### src/rtl/cpu_gpr.sv
// General-purpose register file: REG_NUM x DATA_W, two combinational read ports,
// one clocked write port, with write-to-read bypass and asynchronous active-low clear.
module cpu_gpr #(
  parameter int REG_NUM    = 32,
  parameter int REG_ADDR_W = 5,
  parameter int DATA_W     = 32
) (
  input  logic                  clk,
  input  logic                  reset,
  input  logic [REG_ADDR_W-1:0] rd_addr_0,
  output logic [DATA_W-1:0]     rd_data_0,
  input  logic [REG_ADDR_W-1:0] rd_addr_1,
  output logic [DATA_W-1:0]     rd_data_1,
  input  logic                  we_n,
  input  logic [REG_ADDR_W-1:0] wr_addr,
  input  logic [DATA_W-1:0]     wr_data
);

  logic [DATA_W-1:0] regs_q [REG_NUM];
  logic [DATA_W-1:0] regs_d [REG_NUM];
  logic [REG_NUM-1:0] wr_sel;

  generate
    for (genvar gi = 0; gi < REG_NUM; gi++) begin : gen_reg
      assign wr_sel[gi] = !we_n && (wr_addr == REG_ADDR_W'(gi));
      assign regs_d[gi] = wr_sel[gi] ? wr_data : regs_q[gi];
    end
  endgenerate

  always_ff @(posedge clk or negedge reset) begin
    if (!reset) begin
      for (int i = 0; i < REG_NUM; i++) regs_q[i] <= '0;
    end else begin
      for (int i = 0; i < REG_NUM; i++) regs_q[i] <= regs_d[i];
    end
  end

  // Bypass is gated by reset so a held-cleared array never leaks pending write data.
  logic bypass_0, bypass_1;
  assign bypass_0 = reset && !we_n && (wr_addr == rd_addr_0);
  assign bypass_1 = reset && !we_n && (wr_addr == rd_addr_1);

  always_comb begin
    rd_data_0 = regs_q[rd_addr_0];
    rd_data_1 = regs_q[rd_addr_1];
    if (bypass_0) rd_data_0 = wr_data;
    if (bypass_1) rd_data_1 = wr_data;
  end

endmodule

### config.mk
export PLATFORM = sky130hd
export DESIGN_NAME = cpu_gpr
export DESIGN_NICKNAME = d
export VERILOG_FILES = /design/src/rtl/cpu_gpr.sv
export SDC_FILE = /design/constraint.sdc
export NUM_CORES = 2
export LEC_CHECK = 0
export ABC_CLOCK_PERIOD_IN_PS = 4000
export CAP_MARGIN = 20
export CORE_ASPECT_RATIO = 1.5
export CORE_MARGIN = 2
export CORE_UTILIZATION = 50
export CTS_BUF_LIST = sky130_fd_sc_hd__clkbuf_8
export DETAILED_ROUTE_END_ITERATION = 10
export GPL_TIMING_DRIVEN = 0
export PLACE_DENSITY = 0.72
export SYNTH_ARGS = -nofsm -noshare
export SYNTH_HDL_FRONTEND = slang
export SYNTH_SLANG_ARGS = --single-unit
### constraint.sdc
create_clock -name clk -period 4 [get_ports clk]
set_clock_uncertainty 0.05 [all_clocks]
set_input_delay 0.8 -clock clk [delete_from_list [all_inputs] [get_ports clk]]
set_output_delay 0.8 -clock clk [all_outputs]
set_load 0.02 [all_outputs]
# Word level (Yosys, flattened, before mapping)

Index checks and enable logic that the tools add are counted.
W data, S select, Z words.

Register bits: 1024
Bits in read-only memories: 0
Logic and storage cells: 114
Memories: 0
RAM bits: 0
Output and inout port bits: 64
Bits in latches: 0

Equal/unequal tests: 33
Bitwise operators: 2
Reductions and logical operators: 37
Divide/modulo/power cells: 0
Mux-type cells: 8
Shift operators: 0
$lt $le $gt $ge: 2
Add/sub/neg operators: 0
$mul: 0

Operators with widths:

| cell                 | count |
|---|---|
| $bmux W32 S5         | 2 |
| $mux W32             | 6 |
| $eq A5 B5 Y1 const B | 16 |
| $eq A5 B4 Y1 const B | 8 |
| $logic_and A1 B1 Y1  | 35 |
| $eq A5 B3 Y1 const B | 4 |
| $ge A6 B6 Y1 const B | 2 |
| $not A5 Y6           | 2 |
| $eq A5 B2 Y1 const B | 2 |
| $eq A5 B5 Y1         | 2 |
| $eq A5 B1 Y1 const B | 1 |
| $logic_not A5 Y1     | 1 |
| $logic_not A1 Y1     | 1 |

# Depth between registers and ports, before layout

Depth in word-level cells: 5
Depth in mapped cells: 8

# Least setup slack after synthesis

Ideal clock, no wire load.

Path kind: input port to output port
Start point: input rd_addr_1[0]
End point: output rd_data_1[13]
Arrival: 2.172 ns
Path buffers: 3
Slack: 0.978 ns
Cell stages on the path: 8
Path through: buf_4 buf_2 buf_4 mux2i_1 a22oi_1 a21oi_1 nor4_1 mux2_1

Longest elaborated chain between the ends: 5

RTL lines:

| what                                        | RTL line | source |
|---|---|---|
| start, declared                             | 12       | `input logic [REG_ADDR_W-1:0] rd_addr_1,` |
| $not A5 Y6 (not written as such)            | 45       | `rd_data_1 = regs_q[rd_addr_1];` |
| $bmux W32 S5                                | 45       |  |
| $mux W32 (not written as such) (2 in a row) | 45       |  |
| $mux W32 (*)                                | 47       | `if (bypass_1) rd_data_1 = wr_data;` |
| end, declared                               | 13       | `output logic [DATA_W-1:0] rd_data_1,` |

Mark *: on every way between the ends. The rest lies on a longest branch, timed or not. The select of a mux whose other input is x is not followed.

# Worst setup path after layout

Start point: input rd_addr_1[2]
End point: output rd_data_1[22]

The elaborated chain is that of the path after synthesis.

==> flow_summary.html <==
<table>
<tr><th>Metric</th><th>Value</th></tr>
<tr><th colspan="2">Outcome</th></tr>
<tr><td>Status</td><td>finished with violations</td></tr>
<tr><td>Violations in the final reports</td><td>hold timing, setup timing</td></tr>
<tr><th colspan="2">Global routing</th></tr>
<tr><td>Global router's overall resource usage</td><td>0.419</td></tr>
<tr><td>Via count of the first global-routing pass</td><td>45700</td></tr>
<tr><td>Most Crowded Layer GR</td><td>met2</td></tr>
<tr><td>Met2 track demand over resource</td><td>0.619</td></tr>
<tr><td>Grt ovf</td><td>0</td></tr>
<tr><td>Initial antenna violation count</td><td>12</td></tr>
<tr><td>Global-route wire length before repair</td><td>339 mm</td></tr>
<tr><td>Largest net degree at the start of global routing</td><td>155</td></tr>
<tr><td>Global routing met1 resource utilization</td><td>0.477</td></tr>
<tr><td>Met3 GRT Util</td><td>0.141</td></tr>
<tr><th colspan="2">Yosys</th></tr>
<tr><td>Netlist Area Pre-Place</td><td>56600 sq um</td></tr>
<tr><td>Post-synth top area share</td><td>0.453</td></tr>
<tr><td>Synth warnings</td><td>0</td></tr>
<tr><td>Number of synthesized register bits</td><td>1024</td></tr>
<tr><td>Distinct cell type count after synthesis</td><td>28</td></tr>
<tr><td>Largest area contributor in the netlist</td><td>sky130_fd_sc_hd__dfrtp_1</td></tr>
<tr><td>Leading cell types by total area after synthesis</td><td>sky130_fd_sc_hd__dfrtp_1 45%, sky130_fd_sc_hd__mux2i_1 18%, sky130_fd_sc_hd__mux2_2 15%, sky130_fd_sc_hd__a22oi_1 6.8%, sky130_fd_sc_hd__mux2_1 6.6%</td></tr>
<tr><td>Sequential fraction of the synthesis area</td><td>0.453</td></tr>
<tr><td>Mean Syn Cell Area</td><td>12.5 sq um</td></tr>
<tr><td>Synthesized Nets</td><td>4561</td></tr>
<tr><td>Number of standard cells after synthesis</td><td>4511</td></tr>
<tr><th colspan="2">Drt</th></tr>
<tr><td>Wire length per cell after detailed routing</td><td>38.5 um</td></tr>
<tr><td>First DRT Iteration DRCs</td><td>6220</td></tr>
<tr><td>Total via count in the routed design</td><td>45700</td></tr>
<tr><td>Drt pass-1 iters</td><td>7</td></tr>
<tr><td>DRC violation count after routing</td><td>0</td></tr>
<tr><td>Via density per instance</td><td>7.12</td></tr>
<tr><td>Residual antenna-violating net count after detailed routing</td><td>0</td></tr>
<tr><td>Detailed-route wire length</td><td>247 mm</td></tr>
<tr><th colspan="2">Final layout</th></tr>
<tr><td>Number of nets in the layout</td><td>4897</td></tr>
<tr><td>Synthesis-to-finish area growth</td><td>15.1%</td></tr>
<tr><td>Flip-flop count of the largest register, all copies and words added</td><td>1024</td></tr>
<tr><td>Largest registers</td><td>regs_q: 1024 flops</td></tr>
<tr><td>Biggest register</td><td>regs_q</td></tr>
<tr><td>Fraction of final layout cells sized beyond drive strength 1</td><td>0.302</td></tr>
<tr><td>Leading cell types in the layout, fill and taps excluded</td><td>1024 x sky130_fd_sc_hd__dfrtp_1, 1023 x sky130_fd_sc_hd__mux2i_1, 757 x sky130_fd_sc_hd__mux2_2</td></tr>
<tr><td>Most common library cell in the layout ignoring fill and taps</td><td>sky130_fd_sc_hd__dfrtp_1</td></tr>
<tr><th colspan="2">Setup path</th></tr>
<tr><td>Crit path buf inv count</td><td>5</td></tr>
<tr><td>Worst-path fanout max</td><td>10</td></tr>
<tr><td>Critical path cell sequence</td><td>clkdlybuf4s15_1 &gt; and2_1 &gt; buf_6 &gt; clkbuf_8 &gt; buf_8 &gt; a22oi_1 &gt; a21oi_1 &gt; nor4_1 &gt; mux2_4 &gt; clkdlybuf4s15_2</td></tr>
<tr><td>Crit path max-delay cell type</td><td>sky130_fd_sc_hd__nor4_1</td></tr>
<tr><td>Worst EP required</td><td>3.15 ns</td></tr>
<tr><td>Biggest cell delay along the critical path</td><td>0.37 ns</td></tr>
<tr><td>Category of cells accounting for the largest share of critical-path delay</td><td>buffers and inverters</td></tr>
<tr><td>Critical path endpoint category</td><td>output pin</td></tr>
<tr><td>Worst path arrival time</td><td>3.25 ns</td></tr>
<tr><td>Kind of critical path</td><td>in -&gt; out</td></tr>
<tr><td>Critical Path Source Type</td><td>input pin</td></tr>
<tr><th colspan="2">Floorplanning</th></tr>
<tr><td>Die boundary width</td><td>279 um</td></tr>
<tr><td>Starting Density</td><td>0.503</td></tr>
<tr><td>Core outline area</td><td>113000 sq um</td></tr>
<tr><td>Number of top-level design ports</td><td>114</td></tr>
<tr><td># rows</td><td>151</td></tr>
<tr><td>Area of the die</td><td>116000 sq um</td></tr>
<tr><td>Vertical extent of the die</td><td>416 um</td></tr>
<tr><th colspan="2">Timing</th></tr>
<tr><td>Setup repair after global routing missed its margin</td><td>true</td></tr>
<tr><td>Hold Worst Slack</td><td>-0.0441 ns</td></tr>
<tr><td>Min cycle time layout</td><td>4.10 ns</td></tr>
<tr><td>Fin. Hold Viols</td><td>19</td></tr>
<tr><td>Worst Max-Slew Pin Slew</td><td>1.26 ns</td></tr>
<tr><td>Max Freq</td><td>244 MHz</td></tr>
<tr><td>Number of setup violations in the final report</td><td>23</td></tr>
<tr><td>Minimum setup slack in the final design</td><td>-0.0998 ns</td></tr>
<tr><td>Worst rel slew slack</td><td>0.157</td></tr>
<tr><td>Number of max-slew violations in the final report</td><td>0</td></tr>
<tr><td>Share of the clock period used by the worst path</td><td>1.02</td></tr>
<tr><th colspan="2">Power and ir drop</th></tr>
<tr><td>Cell internal power dissipation</td><td>20600 uW</td></tr>
<tr><td>Power density over cell area</td><td>465 nW/um^2</td></tr>
<tr><td>Leak Pwr</td><td>0.0309 uW</td></tr>
<tr><td>Clock network fraction of design power</td><td>0.310</td></tr>
<tr><td>Comb power frac</td><td>0.229</td></tr>
<tr><td>Switching power</td><td>9680 uW</td></tr>
<tr><td>Maximum VDD drop</td><td>343 uV</td></tr>
<tr><td>Fraction of power spent switching nets</td><td>0.320</td></tr>
<tr><td>Overall power after layout</td><td>30300 uW</td></tr>
<tr><td>Sequential fraction of design power</td><td>0.461</td></tr>
<tr><th colspan="2">Clocking</th></tr>
<tr><td>Maximum clock path buffer count</td><td>3</td></tr>
<tr><td>Maximum level of the CTS H-tree</td><td>4</td></tr>
<tr><td>Clock transition at path regs</td><td>0.06 ns</td></tr>
<tr><td>TritonCTS clock tree</td><td>built</td></tr>
<tr><td>Number of clock sinks seen by CTS</td><td>1024</td></tr>
<tr><td>CTS root buffer</td><td>sky130_fd_sc_hd__clkbuf_8</td></tr>
<tr><td>Number of clock buffers inserted by TritonCTS</td><td>159</td></tr>
<tr><td>Clk_lat worst skew</td><td>0.90 ns</td></tr>
<tr><th colspan="2">Job</th></tr>
<tr><td>Max-Cap Viols</td><td>0</td></tr>
<tr><th colspan="2">Place</th></tr>
<tr><td>Half-perimeter wire length of the detailed placement result</td><td>162 mm</td></tr>
<tr><td>Post-placement setup slack</td><td>-1.50 ns</td></tr>
<tr><td>Final weighted congestion in routability-driven placement</td><td>1.02</td></tr>
<tr><td>Number of port buffers</td><td>110</td></tr>
<tr><th colspan="2">Hold path</th></tr>
<tr><td>Type of the most critical hold path</td><td>in -&gt; async</td></tr>
</table>
## power by group through the flow
| stage | registers, uW | logic, uW | clock network (uW) |
|---|---|---|---|
| 6_report | 14000 | 6950 | 9380 |
| 3_5_place_dp | 14000 | 6570 | 0 |
| 3_3_place_gp | 14000 | 6330 | 0 |
| 5_1_grt | 14200 | 7280 | 9740 |
| 4_1_cts | 13900 | 6730 | 9300 |
| 2_1_floorplan | 13600 | 4530 | 0 |
## per-layer routing
| metal | vias to the layer above | wire [um] |
|---|---|---|
| met5 | - | 102 |
| met4 | 10 | 28700 |
| met1 | 23100 | 84600 |
| li1 | 17700 | - |
| met3 | 1383 | 28400 |
| met2 | 3575 | 105000 |
## cell type report
type / count / area [sq um]
diodes: 7 / 17.5
plain buffers: 461 / 3350
clock buffers: 209 / 2880
clock inverters: 66 / 385
fillers: 9288 / 47400
multi-input cells: 3025 / 28900
flip-flops and latches: 1024 / 25600
well taps: 1453 / 1820
repair buffers: 176 / 2160
## path summary, 6_finish.rpt
path / slack [ns] / to / cells after the start / startpoint
setup / recovery: -0.1 / rd_data_1[22] / 10 / rd_addr_1[2]
hold / removal: -0.04 / regs_q[1017] / 2 / reset
setup reg to reg: 3.10 / regs_q[930] / 1 / regs_q[930]
hold reg to reg: 0.46 / regs_q[37] / 1 / regs_q[37]
max in group asynchronous: 2.38 / regs_q[652] / 3 / reset
min in group clk: 0.46 / regs_q[37] / 1 / regs_q[37]
## through the flow
| step | TNS (ns) | utilization | hold slack (ns) | instance area (sq um) | cells |
|---|---|---|---|---|---|
| final | -0.886 | 0.579 | -0.0441 | 65200 | 6421 |
| after global routing | -0.0219 | 0.579 | 0.0293 | 65200 | 6417 |
| after CTS | -0.253 | 0.577 | 0.00825 | 65000 | 6408 |
| after detailed placement | -77.43 | 0.535 | 0.447 | 60300 | 6112 |
| after global placement | - | 0.529 | 0.439 | 59500 | 6074 |
| after floorplan | 0 | - | 0.429 | 56600 | 4511 |
## cell usage after synthesis, drive strengths merged
cell type	number
mux2	1088
dfrtp	1024
mux2i	1024
a22oi	512
buf	305
a21oi	256
clkbuf	157
nor4	68
nand2	24
nor2b	11
xor2	8
nand2b	7
nor2	7
and3	6
nor3	4
and2	2
nand3	2
or2	2
xnor2	2
nand4b	1
or3	1
## what timing repair did
item / CTS / global route
gates cloned: 5 / 0
pin swaps: 16 / 9
endpoints found under the setup margin: 64 / 55
hold buffers: 9 / 0
hold endpoints to repair: 150 / 0
buffers inserted: 8 / 3
resized for setup: 482 / 61
## cell families after synthesis
| group | Yosys count | synth area share |
|---|---|---|
| flip-flops | 1024 | 0.453 |
| multiplexers | 2112 | 0.398 |
| AO/OA/AOI/OAI | 768 | 0.0905 |
| XOR/XNOR | 10 | 0.00155 |
| buffers and inverters | 462 | 0.0439 |
| AND/OR/NAND/NOR | 135 | 0.0138 |
Power figures use the tool's default switching activity.
